## src/rtl/id_decode_stage_pkg.sv

```systemverilog
// Shared decode constants: opcodes, funct3 codes, ALU/mem/dest/branch encodings.
// Latency: n/a (types and constants only).
// Backpressure: n/a. Branch codes are used only when ID_BRANCH_DECODE_EN is defined.
package id_decode_stage_pkg;

  localparam int INSTR_W_DEF    = 32;
  localparam int WORD_W_DEF     = 32;
  localparam int PC_W_DEF       = 32;
  localparam int ALU_OP_W_DEF   = 4;
  localparam int REG_ADDR_W_DEF = 5;

  localparam int ALU_SRC_A_W = 2;
  localparam int ALU_SRC_B_W = 2;
  localparam int MEM_OP_W    = 4;
  localparam int DEST_SRC_W  = 2;
  localparam int BR_OP_W     = 3;

  typedef enum logic [6:0] {
    OPC_LOAD   = 7'b0000011,
    OPC_OP_IMM = 7'b0010011,
    OPC_STORE  = 7'b0100011,
    OPC_OP     = 7'b0110011,
    OPC_BRANCH = 7'b1100011
  } opcode_e;

  localparam logic [2:0] FUNCT3_LB  = 3'b000;
  localparam logic [2:0] FUNCT3_LH  = 3'b001;
  localparam logic [2:0] FUNCT3_LW  = 3'b010;
  localparam logic [2:0] FUNCT3_LBU = 3'b100;
  localparam logic [2:0] FUNCT3_LHU = 3'b101;
  localparam logic [2:0] FUNCT3_SB  = 3'b000;
  localparam logic [2:0] FUNCT3_SH  = 3'b001;
  localparam logic [2:0] FUNCT3_SW  = 3'b010;
  localparam logic [2:0] FUNCT3_BEQ  = 3'b000;
  localparam logic [2:0] FUNCT3_BNE  = 3'b001;
  localparam logic [2:0] FUNCT3_BLT  = 3'b100;
  localparam logic [2:0] FUNCT3_BGE  = 3'b101;
  localparam logic [2:0] FUNCT3_BLTU = 3'b110;
  localparam logic [2:0] FUNCT3_BGEU = 3'b111;

  // ALU_ADD is zero so that the reset value of the op register is ADD.
  typedef enum logic [ALU_OP_W_DEF-1:0] {
    ALU_ADD  = 4'd0,
    ALU_SUB  = 4'd1,
    ALU_SLL  = 4'd2,
    ALU_SLT  = 4'd3,
    ALU_SLTU = 4'd4,
    ALU_XOR  = 4'd5,
    ALU_SRL  = 4'd6,
    ALU_SRA  = 4'd7,
    ALU_OR   = 4'd8,
    ALU_AND  = 4'd9
  } alu_op_e;

  typedef enum logic [ALU_SRC_A_W-1:0] {
    ALU_A_ZERO = 2'd0,
    ALU_A_XPR  = 2'd1,
    ALU_A_PC   = 2'd2
  } alu_src_a_e;

  typedef enum logic [ALU_SRC_B_W-1:0] {
    ALU_B_ZERO = 2'd0,
    ALU_B_XPR  = 2'd1,
    ALU_B_IMM  = 2'd2
  } alu_src_b_e;

  typedef enum logic [MEM_OP_W-1:0] {
    MEM_OP_NOP       = 4'd0,
    MEM_OP_RD_BYTE   = 4'd1,
    MEM_OP_RD_HALF   = 4'd2,
    MEM_OP_RD_WORD   = 4'd3,
    MEM_OP_RD_BYTE_U = 4'd4,
    MEM_OP_RD_HALF_U = 4'd5,
    MEM_OP_WR_BYTE   = 4'd6,
    MEM_OP_WR_HALF   = 4'd7,
    MEM_OP_WR_WORD   = 4'd8
  } mem_op_e;

  typedef enum logic [DEST_SRC_W-1:0] {
    DEST_SRC_NONE = 2'd0,
    DEST_SRC_ALU  = 2'd1,
    DEST_SRC_MEM  = 2'd2
  } dest_src_e;

  typedef enum logic [BR_OP_W-1:0] {
    BR_OP_NONE = 3'd0,
    BR_OP_BEQ  = 3'd1,
    BR_OP_BNE  = 3'd2,
    BR_OP_BLT  = 3'd3,
    BR_OP_BGE  = 3'd4,
    BR_OP_BLTU = 3'd5,
    BR_OP_BGEU = 3'd6
  } br_op_e;

endpackage

```

## src/rtl/id_decode_stage_if.sv

```systemverilog
// Fetch-side and execute-side handshake bundle of the decode stage.
// Latency: n/a (wiring only).
// Backpressure: valid/ready both sides; out_br_op exists only with ID_BRANCH_DECODE_EN.
interface id_decode_stage_if
  import id_decode_stage_pkg::*;
#(
  parameter int INSTR_W    = INSTR_W_DEF,
  parameter int WORD_W     = WORD_W_DEF,
  parameter int PC_W       = PC_W_DEF,
  parameter int ALU_OP_W   = ALU_OP_W_DEF,
  parameter int REG_ADDR_W = REG_ADDR_W_DEF
);
  logic                   in_valid;
  logic                   in_ready;
  logic [INSTR_W-1:0]     in_instr;
  logic [PC_W-1:0]        in_pc;
  logic                   out_valid;
  logic                   out_ready;
  logic [PC_W-1:0]        out_pc;
  logic [ALU_OP_W-1:0]    out_alu_op;
  logic [WORD_W-1:0]      out_imm;
  logic [ALU_SRC_A_W-1:0] out_alu_a_src;
  logic [ALU_SRC_B_W-1:0] out_alu_b_src;
  logic [MEM_OP_W-1:0]    out_mem_op;
  logic [DEST_SRC_W-1:0]  out_dest_src;
  logic [REG_ADDR_W-1:0]  out_rs1;
  logic [REG_ADDR_W-1:0]  out_rs2;
  logic [REG_ADDR_W-1:0]  out_rd;
  logic                   out_illegal;
`ifdef ID_BRANCH_DECODE_EN
  logic [BR_OP_W-1:0]     out_br_op;
`endif

  // Environment side: fetch drives instructions, execute drives out_ready.
  modport master (
    output in_valid, in_instr, in_pc, out_ready,
    input  in_ready, out_valid, out_pc, out_alu_op, out_imm, out_alu_a_src,
           out_alu_b_src, out_mem_op, out_dest_src, out_rs1, out_rs2, out_rd,
`ifdef ID_BRANCH_DECODE_EN
    input  out_br_op,
`endif
    input  out_illegal
  );

  // Decode stage side.
  modport slave (
    input  in_valid, in_instr, in_pc, out_ready,
    output in_ready, out_valid, out_pc, out_alu_op, out_imm, out_alu_a_src,
           out_alu_b_src, out_mem_op, out_dest_src, out_rs1, out_rs2, out_rd,
`ifdef ID_BRANCH_DECODE_EN
    output out_br_op,
`endif
    output out_illegal
  );
endinterface

```

## src/rtl/id_decode_stage_comb.sv

```systemverilog
// Pure combinational RV32I decode of one instruction into the EX control bundle.
// Latency: 0 cycles (no state).
// Backpressure: none; ID_BRANCH_DECODE_EN adds BRANCH decoding and br_op.
module id_decode_comb
  import id_decode_stage_pkg::*;
#(
  parameter int INSTR_W    = INSTR_W_DEF,
  parameter int WORD_W     = WORD_W_DEF,
  parameter int ALU_OP_W   = ALU_OP_W_DEF,
  parameter int REG_ADDR_W = REG_ADDR_W_DEF
) (
  input  logic [INSTR_W-1:0]     instr,
  output logic [ALU_OP_W-1:0]    alu_op,
  output logic [WORD_W-1:0]      imm,
  output logic [ALU_SRC_A_W-1:0] alu_a_src,
  output logic [ALU_SRC_B_W-1:0] alu_b_src,
  output logic [MEM_OP_W-1:0]    mem_op,
  output logic [DEST_SRC_W-1:0]  dest_src,
  output logic [REG_ADDR_W-1:0]  rs1,
  output logic [REG_ADDR_W-1:0]  rs2,
  output logic [REG_ADDR_W-1:0]  rd,
`ifdef ID_BRANCH_DECODE_EN
  output logic [BR_OP_W-1:0]     br_op,
`endif
  output logic                   illegal
);
  opcode_e            opcode;
  logic [2:0]         funct3;
  logic [6:0]         funct7;
  logic signed [11:0] imm_i12;
  logic signed [11:0] imm_s12;
  logic [WORD_W-1:0]  imm_i;
  logic [WORD_W-1:0]  imm_s;

  assign opcode  = opcode_e'(instr[6:0]);
  assign funct3  = instr[14:12];
  assign funct7  = instr[31:25];
  assign imm_i12 = instr[31:20];
  assign imm_s12 = {instr[31:25], instr[11:7]};
  assign imm_i   = WORD_W'(imm_i12);
  assign imm_s   = WORD_W'(imm_s12);
  assign rs1     = instr[19:15];
  assign rs2     = instr[24:20];

`ifdef ID_BRANCH_DECODE_EN
  logic signed [12:0] imm_b13;
  logic [WORD_W-1:0]  imm_b;
  assign imm_b13 = {instr[31], instr[7], instr[30:25], instr[11:8], 1'b0};
  assign imm_b   = WORD_W'(imm_b13);
`endif

  // Opcode/funct decode; an illegal result forces every control field to its inert value.
  always_comb begin
    alu_op    = ALU_ADD;
    imm       = '0;
    alu_a_src = ALU_A_ZERO;
    alu_b_src = ALU_B_ZERO;
    mem_op    = MEM_OP_NOP;
    dest_src  = DEST_SRC_NONE;
    rd        = instr[11:7];
    illegal   = 1'b0;
`ifdef ID_BRANCH_DECODE_EN
    br_op     = BR_OP_NONE;
`endif
    case (opcode)
      OPC_OP: begin
        alu_a_src = ALU_A_XPR;
        alu_b_src = ALU_B_XPR;
        dest_src  = DEST_SRC_ALU;
        case ({funct7, funct3})
          10'b0000000_000: alu_op = ALU_ADD;
          10'b0000000_001: alu_op = ALU_SLL;
          10'b0000000_010: alu_op = ALU_SLT;
          10'b0000000_011: alu_op = ALU_SLTU;
          10'b0000000_100: alu_op = ALU_XOR;
          10'b0000000_101: alu_op = ALU_SRL;
          10'b0000000_110: alu_op = ALU_OR;
          10'b0000000_111: alu_op = ALU_AND;
          10'b0100000_000: alu_op = ALU_SUB;
          10'b0100000_101: alu_op = ALU_SRA;
          default:         illegal = 1'b1;
        endcase
      end
      OPC_OP_IMM: begin
        imm       = imm_i;
        alu_a_src = ALU_A_XPR;
        alu_b_src = ALU_B_IMM;
        dest_src  = DEST_SRC_ALU;
        case (funct3)
          3'b000: alu_op = ALU_ADD;
          3'b010: alu_op = ALU_SLT;
          3'b011: alu_op = ALU_SLTU;
          3'b100: alu_op = ALU_XOR;
          3'b110: alu_op = ALU_OR;
          3'b111: alu_op = ALU_AND;
          3'b001: begin
            if (funct7 == 7'b0000000) alu_op = ALU_SLL;
            else                      illegal = 1'b1;
          end
          default: begin
            // funct3 101: bit 30 picks arithmetic shift, the rest of funct7 must be zero.
            if (funct7 == 7'b0000000)      alu_op = ALU_SRL;
            else if (funct7 == 7'b0100000) alu_op = ALU_SRA;
            else                           illegal = 1'b1;
          end
        endcase
      end
      OPC_LOAD: begin
        imm       = imm_i;
        alu_a_src = ALU_A_XPR;
        alu_b_src = ALU_B_IMM;
        dest_src  = DEST_SRC_MEM;
        case (funct3)
          FUNCT3_LB:  mem_op = MEM_OP_RD_BYTE;
          FUNCT3_LH:  mem_op = MEM_OP_RD_HALF;
          FUNCT3_LW:  mem_op = MEM_OP_RD_WORD;
          FUNCT3_LBU: mem_op = MEM_OP_RD_BYTE_U;
          FUNCT3_LHU: mem_op = MEM_OP_RD_HALF_U;
          default:    illegal = 1'b1;
        endcase
      end
      OPC_STORE: begin
        imm       = imm_s;
        alu_a_src = ALU_A_XPR;
        alu_b_src = ALU_B_IMM;
        rd        = '0;
        case (funct3)
          FUNCT3_SB: mem_op = MEM_OP_WR_BYTE;
          FUNCT3_SH: mem_op = MEM_OP_WR_HALF;
          FUNCT3_SW: mem_op = MEM_OP_WR_WORD;
          default:   illegal = 1'b1;
        endcase
      end
`ifdef ID_BRANCH_DECODE_EN
      OPC_BRANCH: begin
        imm       = imm_b;
        alu_op    = ALU_SUB;
        alu_a_src = ALU_A_XPR;
        alu_b_src = ALU_B_XPR;
        rd        = '0;
        case (funct3)
          FUNCT3_BEQ:  br_op = BR_OP_BEQ;
          FUNCT3_BNE:  br_op = BR_OP_BNE;
          FUNCT3_BLT:  br_op = BR_OP_BLT;
          FUNCT3_BGE:  br_op = BR_OP_BGE;
          FUNCT3_BLTU: br_op = BR_OP_BLTU;
          FUNCT3_BGEU: br_op = BR_OP_BGEU;
          default:     illegal = 1'b1;
        endcase
      end
`endif
      default: illegal = 1'b1;
    endcase

    if (illegal) begin
      alu_op    = ALU_ADD;
      imm       = '0;
      alu_a_src = ALU_A_ZERO;
      alu_b_src = ALU_B_ZERO;
      mem_op    = MEM_OP_NOP;
      dest_src  = DEST_SRC_NONE;
      rd        = '0;
`ifdef ID_BRANCH_DECODE_EN
      br_op     = BR_OP_NONE;
`endif
    end
  end
endmodule

```

## src/rtl/id_decode_stage.sv

```systemverilog
// Registered IF->EX decode stage with main + one-entry skid register; optional ID_BRANCH_DECODE_EN.
// Latency: 1 cycle from accept to out_valid; 1 instr/cycle sustained.
// Backpressure: in_ready = !skid_valid (register-driven); flush empties both entries next cycle.
module id_decode_stage
  import id_decode_stage_pkg::*;
#(
  parameter int INSTR_W    = INSTR_W_DEF,
  parameter int WORD_W     = WORD_W_DEF,
  parameter int PC_W       = PC_W_DEF,
  parameter int ALU_OP_W   = ALU_OP_W_DEF,
  parameter int REG_ADDR_W = REG_ADDR_W_DEF
) (
  input logic              clk,
  input logic              rst_n,
  input logic              flush,
  id_decode_stage_if.slave bus
);
  typedef struct packed {
    logic [PC_W-1:0]        pc;
    logic [ALU_OP_W-1:0]    alu_op;
    logic [WORD_W-1:0]      imm;
    logic [ALU_SRC_A_W-1:0] alu_a_src;
    logic [ALU_SRC_B_W-1:0] alu_b_src;
    logic [MEM_OP_W-1:0]    mem_op;
    logic [DEST_SRC_W-1:0]  dest_src;
    logic [REG_ADDR_W-1:0]  rs1;
    logic [REG_ADDR_W-1:0]  rs2;
    logic [REG_ADDR_W-1:0]  rd;
`ifdef ID_BRANCH_DECODE_EN
    logic [BR_OP_W-1:0]     br_op;
`endif
    logic                   illegal;
  } bundle_t;

  bundle_t dec;
  bundle_t main_q;
  bundle_t skid_q;
  logic    main_valid;
  logic    skid_valid;
  logic    accept;
  logic    fire;

  assign dec.pc = bus.in_pc;

  id_decode_comb #(
    .INSTR_W    (INSTR_W),
    .WORD_W     (WORD_W),
    .ALU_OP_W   (ALU_OP_W),
    .REG_ADDR_W (REG_ADDR_W)
  ) u_decode (
    .instr     (bus.in_instr),
    .alu_op    (dec.alu_op),
    .imm       (dec.imm),
    .alu_a_src (dec.alu_a_src),
    .alu_b_src (dec.alu_b_src),
    .mem_op    (dec.mem_op),
    .dest_src  (dec.dest_src),
    .rs1       (dec.rs1),
    .rs2       (dec.rs2),
    .rd        (dec.rd),
`ifdef ID_BRANCH_DECODE_EN
    .br_op     (dec.br_op),
`endif
    .illegal   (dec.illegal)
  );

  assign accept = bus.in_valid & bus.in_ready;
  assign fire   = main_valid & bus.out_ready;

  // Main/skid occupancy and payload; flush clears both valids and drops any same-cycle accept.
  always_ff @(posedge clk or negedge rst_n) begin
    if (!rst_n) begin
      main_valid <= 1'b0;
      skid_valid <= 1'b0;
      main_q     <= '0;
      skid_q     <= '0;
    end else if (flush) begin
      main_valid <= 1'b0;
      skid_valid <= 1'b0;
    end else if (fire || !main_valid) begin
      if (skid_valid) begin
        main_q     <= skid_q;
        main_valid <= 1'b1;
        skid_valid <= accept;
        if (accept) skid_q <= dec;
      end else begin
        main_valid <= accept;
        if (accept) main_q <= dec;
      end
    end else if (accept) begin
      // Main is stalled: park the new bundle so in_ready can drop without losing it.
      skid_q     <= dec;
      skid_valid <= 1'b1;
    end
  end

  assign bus.in_ready      = ~skid_valid;
  assign bus.out_valid     = main_valid;
  assign bus.out_pc        = main_q.pc;
  assign bus.out_alu_op    = main_q.alu_op;
  assign bus.out_imm       = main_q.imm;
  assign bus.out_alu_a_src = main_q.alu_a_src;
  assign bus.out_alu_b_src = main_q.alu_b_src;
  assign bus.out_mem_op    = main_q.mem_op;
  assign bus.out_dest_src  = main_q.dest_src;
  assign bus.out_rs1       = main_q.rs1;
  assign bus.out_rs2       = main_q.rs2;
  assign bus.out_rd        = main_q.rd;
  assign bus.out_illegal   = main_q.illegal;
`ifdef ID_BRANCH_DECODE_EN
  assign bus.out_br_op     = main_q.br_op;
`endif
endmodule

```

## src/flat_wrapper.sv

```systemverilog
// flat-port wrapper written by rule: the top's interface ports become plain ports
module id_decode_stage_flat import id_decode_stage_pkg::*;
#(
  parameter int INSTR_W    = INSTR_W_DEF,
  parameter int WORD_W     = WORD_W_DEF,
  parameter int PC_W       = PC_W_DEF,
  parameter int ALU_OP_W   = ALU_OP_W_DEF,
  parameter int REG_ADDR_W = REG_ADDR_W_DEF
)
  (clk, rst_n, flush, bus_in_valid, bus_in_instr, bus_in_pc, bus_out_ready, bus_in_ready, bus_out_valid, bus_out_pc, bus_out_alu_op, bus_out_imm, bus_out_alu_a_src, bus_out_alu_b_src, bus_out_mem_op, bus_out_dest_src, bus_out_rs1, bus_out_rs2, bus_out_rd, bus_out_illegal);
  id_decode_stage_if #(.INSTR_W(INSTR_W), .WORD_W(WORD_W), .PC_W(PC_W), .ALU_OP_W(ALU_OP_W), .REG_ADDR_W(REG_ADDR_W)) bus_i ();
  input logic clk;
  input logic rst_n;
  input logic flush;
  input wire logic [$bits(bus_i.in_valid)-1:0] bus_in_valid;
  input wire logic [$bits(bus_i.in_instr)-1:0] bus_in_instr;
  input wire logic [$bits(bus_i.in_pc)-1:0] bus_in_pc;
  input wire logic [$bits(bus_i.out_ready)-1:0] bus_out_ready;
  output wire logic [$bits(bus_i.in_ready)-1:0] bus_in_ready;
  output wire logic [$bits(bus_i.out_valid)-1:0] bus_out_valid;
  output wire logic [$bits(bus_i.out_pc)-1:0] bus_out_pc;
  output wire logic [$bits(bus_i.out_alu_op)-1:0] bus_out_alu_op;
  output wire logic [$bits(bus_i.out_imm)-1:0] bus_out_imm;
  output wire logic [$bits(bus_i.out_alu_a_src)-1:0] bus_out_alu_a_src;
  output wire logic [$bits(bus_i.out_alu_b_src)-1:0] bus_out_alu_b_src;
  output wire logic [$bits(bus_i.out_mem_op)-1:0] bus_out_mem_op;
  output wire logic [$bits(bus_i.out_dest_src)-1:0] bus_out_dest_src;
  output wire logic [$bits(bus_i.out_rs1)-1:0] bus_out_rs1;
  output wire logic [$bits(bus_i.out_rs2)-1:0] bus_out_rs2;
  output wire logic [$bits(bus_i.out_rd)-1:0] bus_out_rd;
  output wire logic [$bits(bus_i.out_illegal)-1:0] bus_out_illegal;
  assign bus_i.in_valid = bus_in_valid;
  assign bus_i.in_instr = bus_in_instr;
  assign bus_i.in_pc = bus_in_pc;
  assign bus_i.out_ready = bus_out_ready;
  assign bus_in_ready = bus_i.in_ready;
  assign bus_out_valid = bus_i.out_valid;
  assign bus_out_pc = bus_i.out_pc;
  assign bus_out_alu_op = bus_i.out_alu_op;
  assign bus_out_imm = bus_i.out_imm;
  assign bus_out_alu_a_src = bus_i.out_alu_a_src;
  assign bus_out_alu_b_src = bus_i.out_alu_b_src;
  assign bus_out_mem_op = bus_i.out_mem_op;
  assign bus_out_dest_src = bus_i.out_dest_src;
  assign bus_out_rs1 = bus_i.out_rs1;
  assign bus_out_rs2 = bus_i.out_rs2;
  assign bus_out_rd = bus_i.out_rd;
  assign bus_out_illegal = bus_i.out_illegal;
  id_decode_stage #(.INSTR_W(INSTR_W), .WORD_W(WORD_W), .PC_W(PC_W), .ALU_OP_W(ALU_OP_W), .REG_ADDR_W(REG_ADDR_W)) u_core (.clk(clk), .rst_n(rst_n), .flush(flush), .bus(bus_i));
endmodule
```

## config.mk

```make
export PLATFORM = sky130hd
export DESIGN_NAME = id_decode_stage_flat
export DESIGN_NICKNAME = d
export VERILOG_FILES = /design/src/rtl/id_decode_stage_pkg.sv /design/src/rtl/id_decode_stage_if.sv /design/src/rtl/id_decode_stage_comb.sv /design/src/rtl/id_decode_stage.sv /design/src/flat_wrapper.sv
export SDC_FILE = /design/constraint.sdc
export NUM_CORES = 1
export LEC_CHECK = 0
export CAP_MARGIN = 20
export CORE_ASPECT_RATIO = 0.9
export CORE_MARGIN = 2
export CORE_UTILIZATION = 57
export CTS_CLUSTER_DIAMETER = 30
export DETAILED_ROUTE_END_ITERATION = 12
export DONT_BUFFER_PORTS = 1
export PLACE_DENSITY = 0.75
export SETUP_SLACK_MARGIN = 0.4
export SYNTH_ARGS = -nofsm -noshare
export SYNTH_HDL_FRONTEND = slang
export SYNTH_SLANG_ARGS = --single-unit
```

## constraint.sdc

```tcl
create_clock -name clk -period 1.8 [get_ports clk]
set_input_delay 0.36 -clock clk [delete_from_list [all_inputs] [get_ports clk]]
set_output_delay 0.36 -clock clk [all_outputs]
set_load 0.02 [all_outputs]
```

### Word-level counts from Yosys, hierarchy flattened

Cells that the tools add are included.

| cells by class | value |
|---|---|
| $add $sub $neg | 0 |
| multipliers | 0 |
| divide/modulo/power cells | 0 |
| $lt $le $gt $ge | 0 |
| eq/ne operators | 22 |
| shift-type cells | 0 |
| multiplexer cells | 41 |
| bitwise operators | 4 |
| reduce and logical (&&, ||, !) cells | 18 |

Operators with widths:

| kind | number |
|---|---|
| $mux 94 | 5 |
| $pmux 32 s2 | 1 |
| $eq 10x3->1 const B | 4 |
| $pmux 4 s9 | 1 |
| $mux 32 | 1 |
| $pmux 4 s7 | 1 |
| $eq 7x6->1 const B | 3 |
| $eq 10x2->1 const B | 2 |
| $eq 10x9->1 const B | 2 |
| $pmux 4 s2 | 2 |
| $pmux 3 s5 | 1 |
| $mux 1 | 14 |
| $eq 3x3->1 const B | 4 |
| $pmux 4 s3 | 1 |
| $eq 10x1->1 const B | 1 |
| $logic_not 10->1 | 1 |
| $mux 5 | 2 |
| $reduce_or 10->1 | 1 |
| $mux 2 | 4 |
| $mux 4 | 2 |
| $pmux 2 s2 | 2 |
| $eq 7x2->1 const B | 1 |
| $eq 7x5->1 const B | 1 |
| $logic_not 7->1 | 1 |
| other kinds (20) | 27 |

| storage, ports and cells | value |
|---|---|
| register bits after elaboration | 190 |
| latch bits | 0 |
| RAM bits | 0 |
| bits in read-only memories | 0 |
| input port bits | 69 |
| output and inout bits | 96 |
| logic and storage cells | 109 |
| memories | 0 |

### Logic depth before layout (Yosys ltp)

| logic depth | value |
|---|---|
| word-level depth | 9 |
| depth in mapped cells | 8 |
| depth with buffers taken out | 5 |

### Hierarchy

Synthesis repeated with hierarchy kept, for this count alone.

| second synthesis, totals | value |
|---|---|
| cells, all modules | 652 |
| area total of the unflattened synthesis | 9495.4 µm² |

Modules (own cells, without submodules):

| module | instances | cells an instance | area each (µm²) | seq. area each (µm²) |
|---|---|---|---|---|
| id_decode_stage | 1 | 512 | 8493.1 | 4754.6 |
| id_decode_comb | 1 | 140 | 1002.2 | 0.0 |

### Worst setup path after synthesis

Ideal clock, no wire load.

| timing path | value |
|---|---|
| path kind | input -> register |
| start | in bus_in_instr[2] |
| end | reg u_core.main_q (netlist bit u_core.bus.out_imm[0]) |
| library setup time | 0.082 ns |
| arrival time | 1.904 ns |
| data required time | 1.718 ns |
| path slack | -0.186 ns |
| stages on the path | 6 |
| buffers on the path | 1 |
| cells stage by stage | nand4bb_4 > or2_2 > a311o_1 > or3_1 > buf_2 > o22ai_1 |

| between the ends | value |
|---|---|
| cells in the longest elaborated chain, start to end | 6 |
| elaborated cells between the ends (all ways) | 10 |
| classes of those cells | 4 x eq/ne; 5 x mux; 1 x reduce/logical |

RTL lines:

| item | RTL line | text |
|---|---|---|
| start: declaration | flat_wrapper.sv:16 | `input wire logic [$bits(bus_i.in_instr)-1:0] bus_in_instr;` |
| $eq 7x2->1 or $eq 7x5->1 (tied branches) | id_decode_stage_comb.sv:65 | `case (opcode)` |
| $reduce_or 2->1 (no source line) | - |  |
| $pmux 32 s2 | id_decode_stage_comb.sv:65 |  |
| $mux 32 (*) | id_decode_stage_comb.sv:155 | `if (illegal) begin` |
| $mux 94 (*) | id_decode_stage.sv:88 | `if (accept) main_q <= dec;` |
| $mux 94 (*) | id_decode_stage.sv:81 | `if (skid_valid) begin` |
| end signal: assignment | id_decode_stage.sv:82 | `main_q <= skid_q;` |
| end: declaration | id_decode_stage.sv:36 | `bundle_t main_q;` |

Every way passes the cells marked *; elsewhere a longest branch is shown, timed or not. The select of a mux whose other input is x is not followed.
A chain may end at the register's enable or synchronous reset.

### Worst setup path in the final report

| timing path | value |
|---|---|
| start | reg u_core.skid_valid |
| end | reg u_core.main_q (netlist bit u_core.bus.out_dest_src[1]) |

| between the ends | value |
|---|---|
| cells in the longest elaborated chain, start to end | 4 |
| elaborated cells between the ends (all ways) | 5 |
| classes of those cells | 1 x mux; 2 x bitwise; 2 x reduce/logical |

RTL lines:

| item | RTL line | text |
|---|---|---|
| start: declaration | id_decode_stage.sv:39 | `logic skid_valid;` |
| start signal: assignment | id_decode_stage.sv:84 | `skid_valid <= accept;` |
| $not 1->1 | id_decode_stage.sv:97 | `assign bus.in_ready = ~skid_valid;` |
| $and 1x1->1 | id_decode_stage.sv:67 | `assign accept = bus.in_valid & bus.in_ready;` |
| $reduce_bool 2->1 (no source line) | - |  |
| $reduce_and 3->1 (no source line) | - |  |

Parallel ways exist; a longest one is shown, timed or not.

==> results_dict.tcl <==
set metrics [dict create \
    status "complete, but fails checks" \
    failed_checks "hold timing" \
    total_power_mw 8.852 \
    async_reset_ff_share_pct 100.0 \
    maxCapViolCount 0 \
    ys_types 47 \
    hpwl_um 10310 \
    initial_core_util_pct 58.62 \
    dp_cells 746 \
    critPathLaunchType "flip-flop" \
    fmax_ghz 0.6074 \
    die_h_um 107.1 \
    path_max_fanout 12 \
    drc 0 \
    hold_slack_ns -0.3694 \
    final_cell_mix "dfrtp_1 (145), nand2_1 (49), mux2i_1 (42)" \
    via_per_inst 6.282 \
    cts_buffer_depth 2 \
    vias 5164 \
    crit_required_ns 2.11 \
    leakage_nw 3.940 \
    hold_viol 148 \
    fin_worst_skew_ns 0.01040 \
    synth_area_mm2 0.006730 \
    synth_edf_count 0 \
    reg2reg_from "u_core.skid_valid$_DFFE_PN0P_" \
    nNetsFinal 724 \
    ios 165 \
    cts-root-buf "clkbuf_16" \
    postCtsHoldBufs 1 \
    fillers 727 \
    ys.flop_type "dfrtp_1" \
    yosysSeqAreaShare_pct 55.03 \
    rrSetupSlack_ns 0.15 \
    final_common_cell "dfrtp_1" \
    grt_pass1_wl_um 27190 \
    finalSetupViolations 0 \
    peakVddDrop_mv 0.9750 \
    cts_made_buffers 17 \
    holdCritPathClass "input port to asynchronous set/reset pin" \
    cts_tree "done" \
    grt_max_degree 149 \
    crit_type "flip-flop to flip-flop" \
    avgSynthCellArea_um2 10.84 \
    drtIter0Drc 524 \
    worst-r2r-cell-count 5 \
    place_congestion 0.9221 \
    syn-num-nets 690 \
    syn_inst 621 \
    clkTransAtPathRegs_ns 0.06 \
    die_w_um 118.5 \
    ant_nets 0 \
    finalMaxSlewViolations 0 \
    rsz0062_at_grt "yes" \
    die-area_mm2 0.01269 \
    grt_use_total_pct 27.46 \
    crit_arrival_ns 1.95 \
    antenna_cells 0 \
    critPathCaptureType "flip-flop" \
    worstReg2RegEnd "u_core.bus.out_dest_src[1]$_DFFE_PN0P_" \
    wirelength_um 18720 \
    drt-pass1-iter-count 5 \
    overflow 0 \
    clkLatencyLatePin_ns 0.42 \
    core_area_mm2 0.01148 \
    clock_sinks 148 \
    drive_above_1_share_pct 39.34 \
    row_count 37 \
    cts_htree_levels 4 \
    syn_to_final_growth_pct 32.85 \
    wl_per_cell_um 22.78 \
    grt_pass1_vias 5012 \
    port_buffers 0 \
    fin_cells 822 \
    power.density_mw_per_mm2 990.0 \
    period_share_pct 91.47 \
    fin_crit_ns 1.646 \
    yosysWarnings 0 \
    antenna_found_initial 0 \
    synth-seq-cells 148 \
]
power breakdown:
group	switching (mW)	total [mW]	internal [mW]	leakage, nW
sequential	0.589	4.36	3.77	1.90
clock	1.28	3.42	2.13	0.270
combinational	0.469	1.08	0.608	1.77
total	2.34	8.85	6.51	3.94
critical path: stages (launching register included):
cell	delay (ns)
dfrtp_4	0.53
nor2_4	0.18
nor3_4	0.08
bufbuf_16	0.29
and3_1	0.19
a221o_1	0.26
per-stage QoR:
| step | cell area [um2] | hold slack [ns] | utilization (%) | setup TNS, ns | worst slack (ns) |
|---|---|---|---|---|---|
| after global routing | 8941 | -0.3876 | 77.88 | 0 | 0.1172 |
| final | 8941 | -0.3694 | 77.88 | 0 | 0.1535 |
| after CTS | 8114 | -0.3795 | 70.67 | 0 | 0.1623 |
| after floorplan | 6923 | 0.06441 | - | -2.948 | -0.1257 |
| after detailed placement | 6958 | 0.06756 | 60.60 | -7.980 | -0.2744 |
| after global placement | 6958 | 0.06840 | 60.60 | -7.605 | -0.2439 |
registers in the layout, summed over array words and instances (netlist names):
register                  flops
u_core.bus.out_alu_a_src      1
u_core.bus.out_alu_b_src      2
u_core.bus.out_alu_op         4
u_core.bus.out_dest_src       2
u_core.bus.out_illegal        1
u_core.bus.out_imm           12
u_core.bus.out_mem_op         4
u_core.bus.out_pc            32
u_core.bus.out_rd             5
u_core.bus.out_rs1            5
u_core.bus.out_rs2            5
u_core.bus.out_valid          1
u_core.skid_q                73
u_core.skid_valid             1
worst max-delay path by stage:
| stage | from | end | slack (ns) | cells past startpoint |
|---|---|---|---|---|
| after floorplan | bus_in_instr[2] | u_core.bus.out_alu_b_src[0]$_DFFE_PN0P_ | -0.13 | 6 |
| after global placement | bus_in_instr[26] | u_core.skid_q[4]$_DFFE_PN0P_ | -0.24 | 7 |
| after detailed placement | bus_in_instr[26] | u_core.bus.out_rd[1]$_DFFE_PN0P_ | -0.27 | 6 |
| after CTS | u_core.bus.out_imm[30]$_DFFE_PN0P_ | bus_out_imm[14] | 0.16 | 1 |
| after global routing | u_core.skid_valid$_DFFE_PN0P_ | u_core.bus.out_imm[7]$_DFFE_PN0P_ | 0.12 | 7 |
| final | u_core.skid_valid$_DFFE_PN0P_ | u_core.bus.out_dest_src[1]$_DFFE_PN0P_ | 0.15 | 5 |
cell usage after synthesis (8+ instances only):
cell | number | share of area (%)
and3_1 | 17 | 1.6
mux2_2 | 40 | 6.7
a22o_1 | 13 | 1.7
clkbuf_1 | 34 | 1.9
nand2_1 | 82 | 4.6
a21oi_1 | 24 | 1.8
mux2i_1 | 42 | 6.2
dfrtp_1 | 148 | 55
a221o_1 | 8 | 1.2
o21ai_0 | 72 | 5.4
nor2_1 | 17 | 0.95
nand3_1 | 9 | 0.67
buf_4 | 21 | 2.3
what timing repair did:
item                                    CTS  global route
gates resized for setup                  70           134
setup buffers                            13            13
hold endpoints to repair                150           148
gates cloned                              8            11
pin swaps                                26            40
endpoints found under the setup margin  167           169
logic make-up after synthesis:
group	Yosys count	synth area share, %
buf+inv	71	5.205
flops	148	55.03
other cells	1	0.05572
compound gates	149	13.85
simple gates	165	12.27
xor+xnor	5	0.6506
mux	82	12.94
per-layer routing:
metal,GRT usage [%],part of all wire [%]
met1,36.79,41
met3,9.947,8.9
met5,0,0
met4,6.378,1.7
met2,43.14,48
area by class of cell:
class | instances | area [um2] | share of cell area (%)
Inverter | 6 | 35.03 | 0.3918
Sequential cell | 148 | 3712 | 41.52
Tap cell | 156 | 195.2 | 2.183
Clock buffer | 26 | 489.2 | 5.472
Timing Repair Buffer | 79 | 1157 | 12.94
Multi-Input combinational cell | 403 | 3279 | 36.68
Clock inverter | 4 | 72.57 | 0.8116
Power figures use the tool's default switching activity.
